<file path="src/rtl/bus_dma_pkg.sv">
// Shared types and constants for the word-copy DMA engine.
// The state enum, config register offsets and CTRL/STATUS bit positions live here.
package bus_dma_pkg;

  typedef enum logic [2:0] {
    ST_IDLE,
    ST_READ,
    ST_RGAP,
    ST_WRITE,
    ST_WGAP
  } state_t;

  localparam logic [3:0] OFF_SRC   = 4'h0;
  localparam logic [3:0] OFF_DST   = 4'h4;
  localparam logic [3:0] OFF_COUNT = 4'h8;
  localparam logic [3:0] OFF_CTRL  = 4'hC;

  localparam int CTRL_START = 0;
  localparam int CTRL_CLEAR = 1;
  localparam int STAT_BUSY  = 0;
  localparam int STAT_DONE  = 1;

endpackage

</file>
<file path="src/rtl/bus_dma.sv">
// Word-copy DMA: a register-mapped config port plus a bus initiator that moves
// COUNT words from SRC to DST as read/gap/write/gap sequences.
module bus_dma
  import bus_dma_pkg::*;
#(
  parameter int ADDR_WIDTH  = 32,
  parameter int COUNT_WIDTH = 16
) (
  input  logic                  i_clock,
  input  logic                  i_reset_n,
  input  logic                  i_enable,
  input  logic                  i_rw,
  input  logic [3:0]            i_address,
  input  logic [31:0]           i_wdata,
  output logic [31:0]           o_rdata,
  output logic                  o_ready,
  output logic                  o_bus_request,
  output logic                  o_bus_rw,
  output logic [ADDR_WIDTH-1:0] o_bus_address,
  output logic [31:0]           o_bus_wdata,
  input  logic                  i_bus_ready,
  input  logic [31:0]           i_bus_rdata,
  output logic                  o_busy
);

  state_t                 state_q;
  logic                   req_q, rw_q;
  logic [ADDR_WIDTH-1:0]  addr_q;
  logic [31:0]            wdata_q;

  logic [ADDR_WIDTH-1:0]  src_q, src_d, dst_q, dst_d;
  logic [COUNT_WIDTH-1:0] count_q, count_d;
  logic                   done_q, done_d;

  logic                   busy, cfg_wr, ctrl_wr, start_fire, word_done, job_end;
  logic [1:0]             reg_sel;
  logic                   unused_addr_bits;

  assign reg_sel          = i_address[3:2];
  assign unused_addr_bits = ^i_address[1:0];
  assign busy             = (state_q != ST_IDLE);
  assign cfg_wr           = i_enable & i_rw;
  assign ctrl_wr          = cfg_wr && (reg_sel == OFF_CTRL[3:2]);
  assign start_fire       = ctrl_wr && i_wdata[CTRL_START] && !busy;
  assign word_done        = (state_q == ST_WRITE) && i_bus_ready;
  assign job_end          = (state_q == ST_WGAP) && (count_q == '0);

  // Register file: config writes only land while idle; during a job the
  // address/count registers act as live counters stepped per copied word.
  always_comb begin
    src_d   = src_q;
    dst_d   = dst_q;
    count_d = count_q;
    done_d  = done_q;
    if (cfg_wr && !busy) begin
      case (reg_sel)
        OFF_SRC[3:2]:   src_d   = ADDR_WIDTH'(i_wdata & 32'hFFFF_FFFC);
        OFF_DST[3:2]:   dst_d   = ADDR_WIDTH'(i_wdata & 32'hFFFF_FFFC);
        OFF_COUNT[3:2]: count_d = COUNT_WIDTH'(i_wdata);
        default: ;
      endcase
    end
    if (ctrl_wr && i_wdata[CTRL_CLEAR]) done_d = 1'b0;
    // A zero-length job completes on the start write itself.
    if (start_fire) done_d = (count_q == '0);
    if (word_done) begin
      src_d   = src_q + ADDR_WIDTH'(4);
      dst_d   = dst_q + ADDR_WIDTH'(4);
      count_d = count_q - COUNT_WIDTH'(1);
    end
    if (job_end) done_d = 1'b1;
  end

  always_ff @(posedge i_clock or negedge i_reset_n) begin
    if (!i_reset_n) begin
      src_q   <= '0;
      dst_q   <= '0;
      count_q <= '0;
      done_q  <= 1'b0;
    end else begin
      src_q   <= src_d;
      dst_q   <= dst_d;
      count_q <= count_d;
      done_q  <= done_d;
    end
  end

  // Bus sequencer; request/rw/address are registered so they stay put while
  // the responder stalls.
  always_ff @(posedge i_clock or negedge i_reset_n) begin
    if (!i_reset_n) begin
      state_q <= ST_IDLE;
      req_q   <= 1'b0;
      rw_q    <= 1'b0;
      addr_q  <= '0;
      wdata_q <= '0;
    end else begin
      case (state_q)
        ST_IDLE: begin
          if (start_fire && count_q != '0) begin
            state_q <= ST_READ;
            req_q   <= 1'b1;
            rw_q    <= 1'b0;
            addr_q  <= src_q;
          end
        end
        ST_READ: begin
          if (i_bus_ready) begin
            wdata_q <= i_bus_rdata;
            req_q   <= 1'b0;
            state_q <= ST_RGAP;
          end
        end
        ST_RGAP: begin
          req_q   <= 1'b1;
          rw_q    <= 1'b1;
          addr_q  <= dst_q;
          state_q <= ST_WRITE;
        end
        ST_WRITE: begin
          if (i_bus_ready) begin
            req_q   <= 1'b0;
            rw_q    <= 1'b0;
            state_q <= ST_WGAP;
          end
        end
        ST_WGAP: begin
          // count_q and src_q already reflect the word just written.
          if (count_q == '0) begin
            state_q <= ST_IDLE;
          end else begin
            req_q   <= 1'b1;
            rw_q    <= 1'b0;
            addr_q  <= src_q;
            state_q <= ST_READ;
          end
        end
        default: begin
          state_q <= ST_IDLE;
          req_q   <= 1'b0;
          rw_q    <= 1'b0;
        end
      endcase
    end
  end

  always_comb begin
    o_rdata = '0;
    case (reg_sel)
      OFF_SRC[3:2]:   o_rdata = 32'(src_q);
      OFF_DST[3:2]:   o_rdata = 32'(dst_q);
      OFF_COUNT[3:2]: o_rdata = 32'(count_q);
      default: begin
        o_rdata[STAT_BUSY] = busy;
        o_rdata[STAT_DONE] = done_q;
      end
    endcase
  end

  assign o_ready       = i_enable;
  assign o_bus_request = req_q;
  assign o_bus_rw      = rw_q;
  assign o_bus_address = addr_q;
  assign o_bus_wdata   = wdata_q;
  assign o_busy        = busy;

endmodule

</file>
<file path="config.mk">
export PLATFORM = sky130hd
export DESIGN_NAME = bus_dma
export DESIGN_NICKNAME = d
export VERILOG_FILES = /design/src/rtl/bus_dma_pkg.sv /design/src/rtl/bus_dma.sv
export SDC_FILE = /design/constraint.sdc
export NUM_CORES = 1
export LEC_CHECK = 0
export BUFFER_PORTS_ARGS = -buffer_cell sky130_fd_sc_hd__buf_2
export CAP_MARGIN = 30
export CORE_MARGIN = 3
export CORE_UTILIZATION = 55
export DETAILED_ROUTE_END_ITERATION = 10
export HOLD_SLACK_MARGIN = 0.15
export PLACE_DENSITY = 0.78
export SYNTH_ARGS = -nofsm -noshare
export SYNTH_HDL_FRONTEND = slang
export SYNTH_SLANG_ARGS = --single-unit
</file>
<file path="constraint.sdc">
create_clock -name i_clock -period 3.2 [get_ports i_clock]
set_input_delay 0.32 -clock i_clock [delete_from_list [all_inputs] [get_ports i_clock]]
set_output_delay 0.32 -clock i_clock [all_outputs]
set_load 0.005 [all_outputs]
</file>
==> run summary, run 1 <==
Outcome - finished, final reports clean
Critical path required time - 3540 ps
Fmax - 0.376 GHz
Ys async rst share - 100%
Yosys cell types - 64
Post-synth top area share - 46.0%
Final cell count without fillers - 1245
CTS tree - yes
Global placer's final weighted congestion - 0.952
Cell taking the most area after synthesis - dfrtp_1
Comb pwr share - 35.7%
Tmin final - 2660 ps
Post-Syn Instances - 869
Pre-CTS setup slack - 572 ps
Horiz. Die Dim - 125 microns
Reg-to-reg startpoint - count_q[2]
Buffers added on ports - 168
Sequential-to-total area share from yosys stat - 46.0%
Clock share of power - 21.5%
Slowest CP cell - or4_1
Sw Share - 40.5%
Final period util - 83.0%
Ant. Diodes - 0
CP Cell Sequence - or4_1 -> or4_4 -> o211ai_2 -> buf_12 -> nor2_1 -> nor3_1
Overflow left after global routing - 0
RSZ-0062 raised after global routing - false
Rel. slew slack - 40.4%
Via density - 6.22
Total Wirelength - 24600 microns
Final hold viol count - 0
Starting DRT DRC Count - 810
Final HPWL DP - 16400 microns
Die area - 15700 sq um
Final setup vio count - 0
Leak - 4.36 nW
Max incr delay on CP - 680 ps
Synth warn - 0
Pwr Total - 8.77 mW
Worst-path clk slew - 70 ps
HP Class - in -> reg
Post-DP Area - 8820 sq um
DP Cell Count - 1173
Primary FF master, synth - dfrtp_1
Max FO, Critical Path - 16
Total Negative Setup Slacks - 0 ps
Core box area - 13600 sq um
WL/cell - 19.8 microns
DRT antenna net count - 0
Resized cells post-CTS - 0
Crit path buffers/inverters - 1
Hold_ws - 164 ps
Cell Int Power - 5.21 mW
Largest cells by area after synthesis - dfrtp_1 (46%), nor2_1 (7.3%), mux2_2 (4.7%)
Max clock buf depth - 2
Design area - 9770 sq um
Antenna violations before repair - 0
Slew @ Worst Pin - 891 ps
Critical hold path startpoint - i_wdata[21]
Synth Cell Area - 7830 sq um
Clock Skew - 7.78 ps
Synthesis-stage register bit count - 144
DR DRC count - 0
Hold Buf Count CTS - 40
DR vias - 7743
Vias in the first global route - 7630
Global-route wire length before repair - 39800 microns
Max_cap viols - 0
Layout cell share with drive strength beyond 1 - 25.8%
CTS buffer count - 17
H-tree depth - 4
Setup bufs post-CTS - 0
CP arrival - 3000 ps
CP startpoint - count_q[2]
Starting density of the core - 57.8%
Crit Path Class - reg -> reg
Layout area overhead - 24.8%
Pin count of the biggest net entering global routing - 80
Peak VDD IR - 0.583 mV
Worst path top cell family by delay - simple AND/OR/NAND/NOR gates
Final worst setup slack - 543 ps
Switch Pwr - 3.55 mW
CTS root buf - clkbuf_16
Nets - 1133
Clock sinks - 144
Commonest non-fill, non-tap cell in the layout - buf_2
Clk_lat worst skew - 430 ps
Num rows - 42
Avg Cell Area, Syn - 9.01 sq um
Pwr/cell area - 897 nW/um^2
Most frequent cells in the layout - buf_2 (167), nor2_1 (152), dfrtp_1 (144)
Drt first pass iters - 6
Final Core Density - 72.1%
I/O Pins - 173
Sequential share of power - 42.9%
Slew Viols, Final - 0
Die Ht - 125 microns
Startpoint types - flip-flop
Critical path endpoint category - flip-flop
Post-synth EDFFs - 0
All-Layer GR Usage - 31.7%
-- kinds of logic after synthesis --
| kind of cell | after synthesis | synth area share, % |
|---|---|---|
| compound gates | 164 | 14.7 |
| fa+ha+maj | 4 | 0.639 |
| flops | 144 | 46.0 |
| xor+xnor | 8 | 0.895 |
| buf+inv | 75 | 4.12 |
| other cells | 1 | 0.0479 |
| simple gates | 404 | 24.2 |
| mux | 69 | 9.35 |
-- power by group through the flow --
stage                     clock [mW]  sequential (mW)  combinational (mW)
after floorplan                    0             3.40                2.10
after global placement             0             3.69                2.95
after detailed placement           0             3.73                3.05
after CTS                       1.89             3.71                3.10
after global routing            1.98             3.90                3.48
final                           1.88             3.76                3.13
-- synth_stat cells, types with 5 or more instances --
cell      number
dfrtp_1      144
a31oi_1        6
nand4_1       17
o221a_2        5
inv_1         12
clkbuf_1      46
o21ai_0       37
a21oi_1       20
o311ai_0       8
or4_1          7
o211ai_1      16
and2_1         5
nand3_1       36
mux2_2        33
nor3_1        46
o22ai_1       16
nor4_1        10
and4_1         9
nor2_1       152
buf_2          5
and3_1        11
mux2i_1       36
a311oi_1       6
nand2_1       87
xnor2_1        5
a211oi_1      18
-- final timing paths --
kind / end / slack (ps) / cells past startpoint
max: o_bus_address[15] / 540 / 6
min: src_q[21] / 160 / 2
max reg2reg: o_bus_address[15] / 540 / 6
min reg2reg: o_bus_address[31] / 510 / 2
max in group asynchronous: o_bus_rw / 1880 / 3
min in group asynchronous: o_bus_address[13] / 470 / 2
-- sequential cells by signal (all words and copies together), names as in the netlist --
signal and cells:
o_bus_request 1, src_q 30, o_bus_wdata 32, o_bus_rw 1
o_bus_address 30, done_q 1, state_q 3, dst_q 30
count_q 16
-- layer usage --
| metal | vias up | track usage [%] | part of all wire, % |
|---|---|---|---|
| met4 | 0 | 12.0 | 2.9 |
| met1 | 3701 | 42.0 | 40 |
| met5 | - | 0 | 0 |
| li1 | 3542 | - | - |
| met2 | 434 | 50.6 | 47 |
| met3 | 66 | 8.02 | 10 |
-- area by class of cell --
type	count	area, sq um
multi-input combinational	651	3920
fill	1035	3780
sequential	144	3600
timing repair buffer	229	1430
clock buffer	17	425
tap	176	220
clock inverter	15	128
inverter	13	48.8
Note: power is estimated with default switching activity, not from simulation.
==> run 2: changes to the inputs <==
--- a/config.mk
+++ b/config.mk
@@ -8,10 +8,10 @@
 export BUFFER_PORTS_ARGS = -buffer_cell sky130_fd_sc_hd__buf_2
 export CAP_MARGIN = 30
 export CORE_MARGIN = 3
-export CORE_UTILIZATION = 55
+export CORE_UTILIZATION = 50
 export DETAILED_ROUTE_END_ITERATION = 10
 export HOLD_SLACK_MARGIN = 0.15
-export PLACE_DENSITY = 0.78
+export PLACE_DENSITY = 0.74
 export SYNTH_ARGS = -nofsm -noshare
 export SYNTH_HDL_FRONTEND = slang
 export SYNTH_SLANG_ARGS = --single-unit
==> constraint.sdc (replaced) <==
create_clock -name i_clock -period 2.2 [get_ports i_clock]
set_input_delay 0.22 -clock i_clock [delete_from_list [all_inputs] [get_ports i_clock]]
set_output_delay 0.22 -clock i_clock [all_outputs]
set_load 0.005 [all_outputs]
==> run 2 against run 1 <==
Compared with the run above: critical path type unchanged; global-route usage is 0.12 points lower; die area increased by 9.5%; sequential share of layout area shrank 3.9 points; via count rose by 6.3%; maximum frequency rose by 14%; cell area grew 12%; the flow now finishes with violations (setup timing); count of clock-buffer cells in the layout increased by 1; routed wire length increased by 11%; non-clock buffer count grew 88; clock power up 64%; clock skew rose by 3.9 ps; final cell count is 10% higher.
==> run summary, run 2 (synthesis results as in run 1) <==
Outcome - complete, but fails checks
Failing checks - setup timing
DP Cell Count - 1266
Fillers - 1160
Final hold viol count - 0
Max clock buf depth - 2
Final cell count without fillers - 1371
I/O Pins - 173
Global placer's final weighted congestion - 0.937
Leak - 4.86 nW
CTS buffer count - 17
HP Class - in -> reg
Startpoint types - flip-flop
Final worst setup slack - -132 ps
Multi-input combinational cell area - 4190 sq um
Max FO, Critical Path - 8
Layout cell share with drive strength beyond 1 - 33.2%
Clk_lat worst skew - 430 ps
Overflow left after global routing - 0
Worst path top cell family by delay - simple AND/OR/NAND/NOR gates
Vias in the first global route - 8085
Tmin final - 2330 ps
Slew Viols, Final - 0
Clock sinks - 144
Die area - 17200 sq um
Max_cap viols - 0
Final setup vio count - 33
Nets - 1224
Pwr Total - 14.4 mW
Rel. slew slack - 54.3%
Pin count of the biggest net entering global routing - 62
Crit path buffers/inverters - 0
Die Ht - 131 microns
Critical path endpoint category - flip-flop
Total Wirelength - 27300 microns
Layout area overhead - 39.5%
Final HPWL DP - 17500 microns
Starting DRT DRC Count - 874
All-Layer GR Usage - 31.6%
Max reg flops - 32
Pre-CTS setup slack - -152 ps
Num rows - 45
Crit Path Class - reg -> reg
DR vias - 8228
Buffers added on ports - 168
DR DRC count - 0
Fmax - 0.429 GHz
Final Core Density - 71.6%
Antenna violations before repair - 0
Slowest CP cell - or4_4
Core box area - 15300 sq um
DRT antenna net count - 0
Final period util - 106%
Slew @ Worst Pin - 685 ps
Clock Skew - 11.7 ps
CTS root buf - clkbuf_16
WL/cell - 19.9 microns
Max incr delay on CP - 650 ps
Drt first pass iters - 5
Peak VDD IR - 0.721 mV
H-tree depth - 4
Commonest non-fill, non-tap cell in the layout - buf_2
RSZ-0062 raised after global routing - true
Worst-path clk slew - 60 ps
Horiz. Die Dim - 131 microns
Starting density of the core - 51.3%
Via density - 6.00
CP arrival - 2640 ps
Pwr/cell area - 1320 nW/um^2
Critical path required time - 2510 ps
Register area - 3600 sq um
CP Cell Sequence - or4_1 -> or4_4 -> o221a_4 -> nor2_2 -> nor2_1
Most frequent cells in the layout - buf_2 (167), dfrtp_1 (144), nor2_1 (127)
CTS tree - yes
Global-route wire length before repair - 43500 microns
Ant. Diodes - 0
run 2: timing repair:
item	CTS	global route
gates cloned	3	0
buffers inserted	4	1
pin swaps	4	14
hold buffers	65	0
endpoints found under the setup margin	32	44
hold endpoints to repair	238	0
resized for setup	12	49
run 2: where the power goes:
| part | switching, mW | internal [mW] | leakage (nW) |
|---|---|---|---|
| combinational | 3.09 | 2.90 | 2.86 |
| clock | 1.20 | 1.90 | 0.288 |
| sequential | 1.36 | 3.95 | 1.70 |
run 2: final timing paths:
kind	from	to	slack, ps	cells after the start
max	count_q[9]	o_bus_address[31]	-130	5
min	i_wdata[30]	dst_q[30]	190	3
max reg2reg	count_q[9]	o_bus_address[31]	-130	5
min reg2reg	o_bus_wdata[24]	o_bus_wdata[24]	500	1
max in group asynchronous	i_reset_n	o_bus_rw	1280	3
min in group asynchronous	i_reset_n	o_bus_address[17]	270	2
run 2: metal layers:
| layer | vias to the layer above | part of all wire, % | global-route usage [%] |
|---|---|---|---|
| li1 | 3733 | - | - |
| met1 | 3961 | 40 | 41.3 |
| met2 | 460 | 49 | 51.7 |
| met3 | 74 | 9.2 | 7.62 |
| met4 | 0 | 2.7 | 11.0 |
| met5 | - | 0 | 0 |
run 2: layout make-up:
| type | count | area share, % |
|---|---|---|
| clock buffers | 18 | 3.93 |
| clock inverters | 14 | 1.74 |
| inverters | 13 | 0.492 |
| multi-input cells | 654 | 38.3 |
| flip-flops and latches | 144 | 33.0 |
| well taps | 211 | 2.42 |
| repair buffers | 317 | 20.1 |
run 2: worst min-delay path, cell delays in order:
cell and delay [ps]:
buf_2 120, o211ai_1 180, a31oi_1 50
run 2: through the flow:
| stage | setup TNS [ps] | hold slack (ps) | instance area [sq um] |
|---|---|---|---|
| detailed placement | -3700 | 147 | 9340 |
| global route | -5220 | 186 | 10900 |
| floorplan | -390 | -75.6 | 7840 |
| global placement | -2280 | 148 | 9340 |
| finish | -3400 | 194 | 10900 |
| CTS | -1740 | 173 | 10700 |
==> run 3: changes to the inputs <==
--- a/config.mk
+++ b/config.mk
@@ -12,6 +12,7 @@
 export DETAILED_ROUTE_END_ITERATION = 10
 export HOLD_SLACK_MARGIN = 0.15
 export PLACE_DENSITY = 0.74
+export SLEW_MARGIN = 20
 export SYNTH_ARGS = -nofsm -noshare
 export SYNTH_HDL_FRONTEND = slang
 export SYNTH_SLANG_ARGS = --single-unit
==> constraint.sdc (replaced) <==
create_clock -name i_clock -period 2.2 [get_ports i_clock]
set_input_delay 0 -clock i_clock [delete_from_list [all_inputs] [get_ports i_clock]]
set_output_delay 0 -clock i_clock [all_outputs]
set_load 0.005 [all_outputs]
==> run 3 against run 2 <==
Compared with the run above: the flow still finishes with violations (setup timing); via count down 0.40%; cell area down 1.4%; die area unchanged; sequential power about the same; worst hold slack worse by 19 ps; utilization down 1.0 points; clock skew down 2.6 ps; sequential share of layout area up 0.48 points; register-to-register slack better by 40 ps; critical path depth unchanged; critical path type unchanged; critical endpoint is now o_bus_address[16]; highest routed layer unchanged.
==> run summary, run 3 (synthesis results as in run 1) <==
H-tree depth - 4
HP Class - in -> async
Starting DRT DRC Count - 910
Clock sinks - 144
Critical path required time - 2510 ps
Vias in the first global route - 7874
Max_cap viols - 0
Slew Viols, Final - 0
DR DRC count - 0
Die area - 17200 sq um
DR vias - 8195
Startpoint types - flip-flop
DP Cell Count - 1262
Final hold viol count - 0
Max FO, Critical Path - 8
Rel. slew slack - 46.9%
Core box area - 15300 sq um
Final period util - 104%
Ant. Diodes - 0
Layout area overhead - 37.6%
Max clock buf depth - 2
Global-route wire length before repair - 43200 microns
I/O Pins - 173
Buffers added on ports - 168
Drt first pass iters - 5
Global placer's final weighted congestion - 0.964
Final cell count without fillers - 1366
Peak VDD IR - 0.764 mV
Pwr/cell area - 1280 nW/um^2
Total Wirelength - 27400 microns
Clk_lat worst skew - 430 ps
Hold_ws - 175 ps
Design area - 10800 sq um
RSZ-0062 raised after global routing - true
Failing checks - setup timing
Fmax - 0.437 GHz
CTS root buf - clkbuf_16
CP arrival - 2600 ps
Num rows - 45
Starting density of the core - 51.3%
Pin count of the biggest net entering global routing - 50
Layout cell share with drive strength beyond 1 - 31.9%
Commonest non-fill, non-tap cell in the layout - buf_2
Max reg flops - 32
Leak - 4.78 nW
Slew @ Worst Pin - 797 ps
Final worst setup slack - -87.9 ps
CTS buffer count - 17
Crit Path Class - reg -> reg
DRT antenna net count - 0
Final HPWL DP - 17500 microns
Post-DP Area - 9300 sq um
Tmin final - 2290 ps
Outcome - complete, but fails checks
CTS tree - yes
Nets - 1219
All-Layer GR Usage - 31.6%
Clock Skew - 9.08 ps
Pwr Total - 13.8 mW
Horiz. Die Dim - 131 microns
Antenna violations before repair - 0
Final setup vio count - 33
Critical path endpoint category - flip-flop
WL/cell - 20.1 microns
Via density - 6.00
Die Ht - 131 microns
Worst-path clk slew - 60 ps
Final Core Density - 70.6%
Overflow left after global routing - 0
Most frequent cells in the layout - buf_2 (167), dfrtp_1 (143), nor2_1 (129)
==> run 3: changes by cell type in the layout (fill, tap and decap cells not counted), sizes merged <==
cell and delta:
buf -8, bufinv -3, clkbuf +1, clkinvlp +2, dlygate4sd3 +3
==> run 3: worst paths after layout <==
check | start | to | slack, ps | cells past startpoint
worst max-delay path | count_q[9] | o_bus_address[16] | -90 | 5
worst min-delay path | i_reset_n | src_q[19] | 180 | 3
worst max register to register | count_q[9] | o_bus_address[16] | -90 | 5
min in group i_clock | i_address[2] | done_q | 180 | 5
max in group asynchronous | i_reset_n | dst_q[7] | 1670 | 3
worst min register to register | o_bus_wdata[24] | o_bus_wdata[24] | 500 | 1
==> run 3: area by class of cell <==
class	instances	area, sq um
clock buffer	19	443
tap	211	264
clock inverter	13	115
timing repair buffer	312	2170
inverter	13	53.8
sequential	144	3600
multi-input combinational	654	4120
fill	1190	4490
==> run 3: per-stage QoR <==
step                      setup TNS [ps]  worst slack (ps)
after floorplan                     -390             -23.8
after global placement             -2040             -71.1
after detailed placement           -3090              -131
after CTS                          -1300             -57.7
after global routing               -2800              -131
final                              -1850             -87.9
==> run 3: report_power, final <==
group | internal, mW | switching (mW)
clock network | 1.58 | 1.18
registers | 3.95 | 1.38
logic | 2.76 | 2.98
==> run 3: critical path, cell delays in order (launching register included) <==
cell	delay [ps]
dfrtp_1	390
or4_4	550
or4_4	630
o221a_4	400
nor2_1	120
nor3_1	60
==> run 3: what timing repair did <==
| item | CTS | global route |
|---|---|---|
| endpoints found under the setup margin | 31 | 41 |
| gates cloned | 3 | 0 |
| hold buffers | 69 | 0 |
| resized for setup | 11 | 33 |
| endpoints found under the hold margin | 258 | 0 |
| buffers inserted | 0 | 0 |
| pin swaps | 2 | 0 |
==> run 3: layer usage <==
metal / up-vias / track usage [%] / wire, microns
li1: 3709 / - / -
met2: 466 / 50.7 / 13000
met4: 0 / 13.0 / 964
met1: 3937 / 42.1 / 11000
met5: - / 0 / 0
met3: 83 / 6.47 / 2450
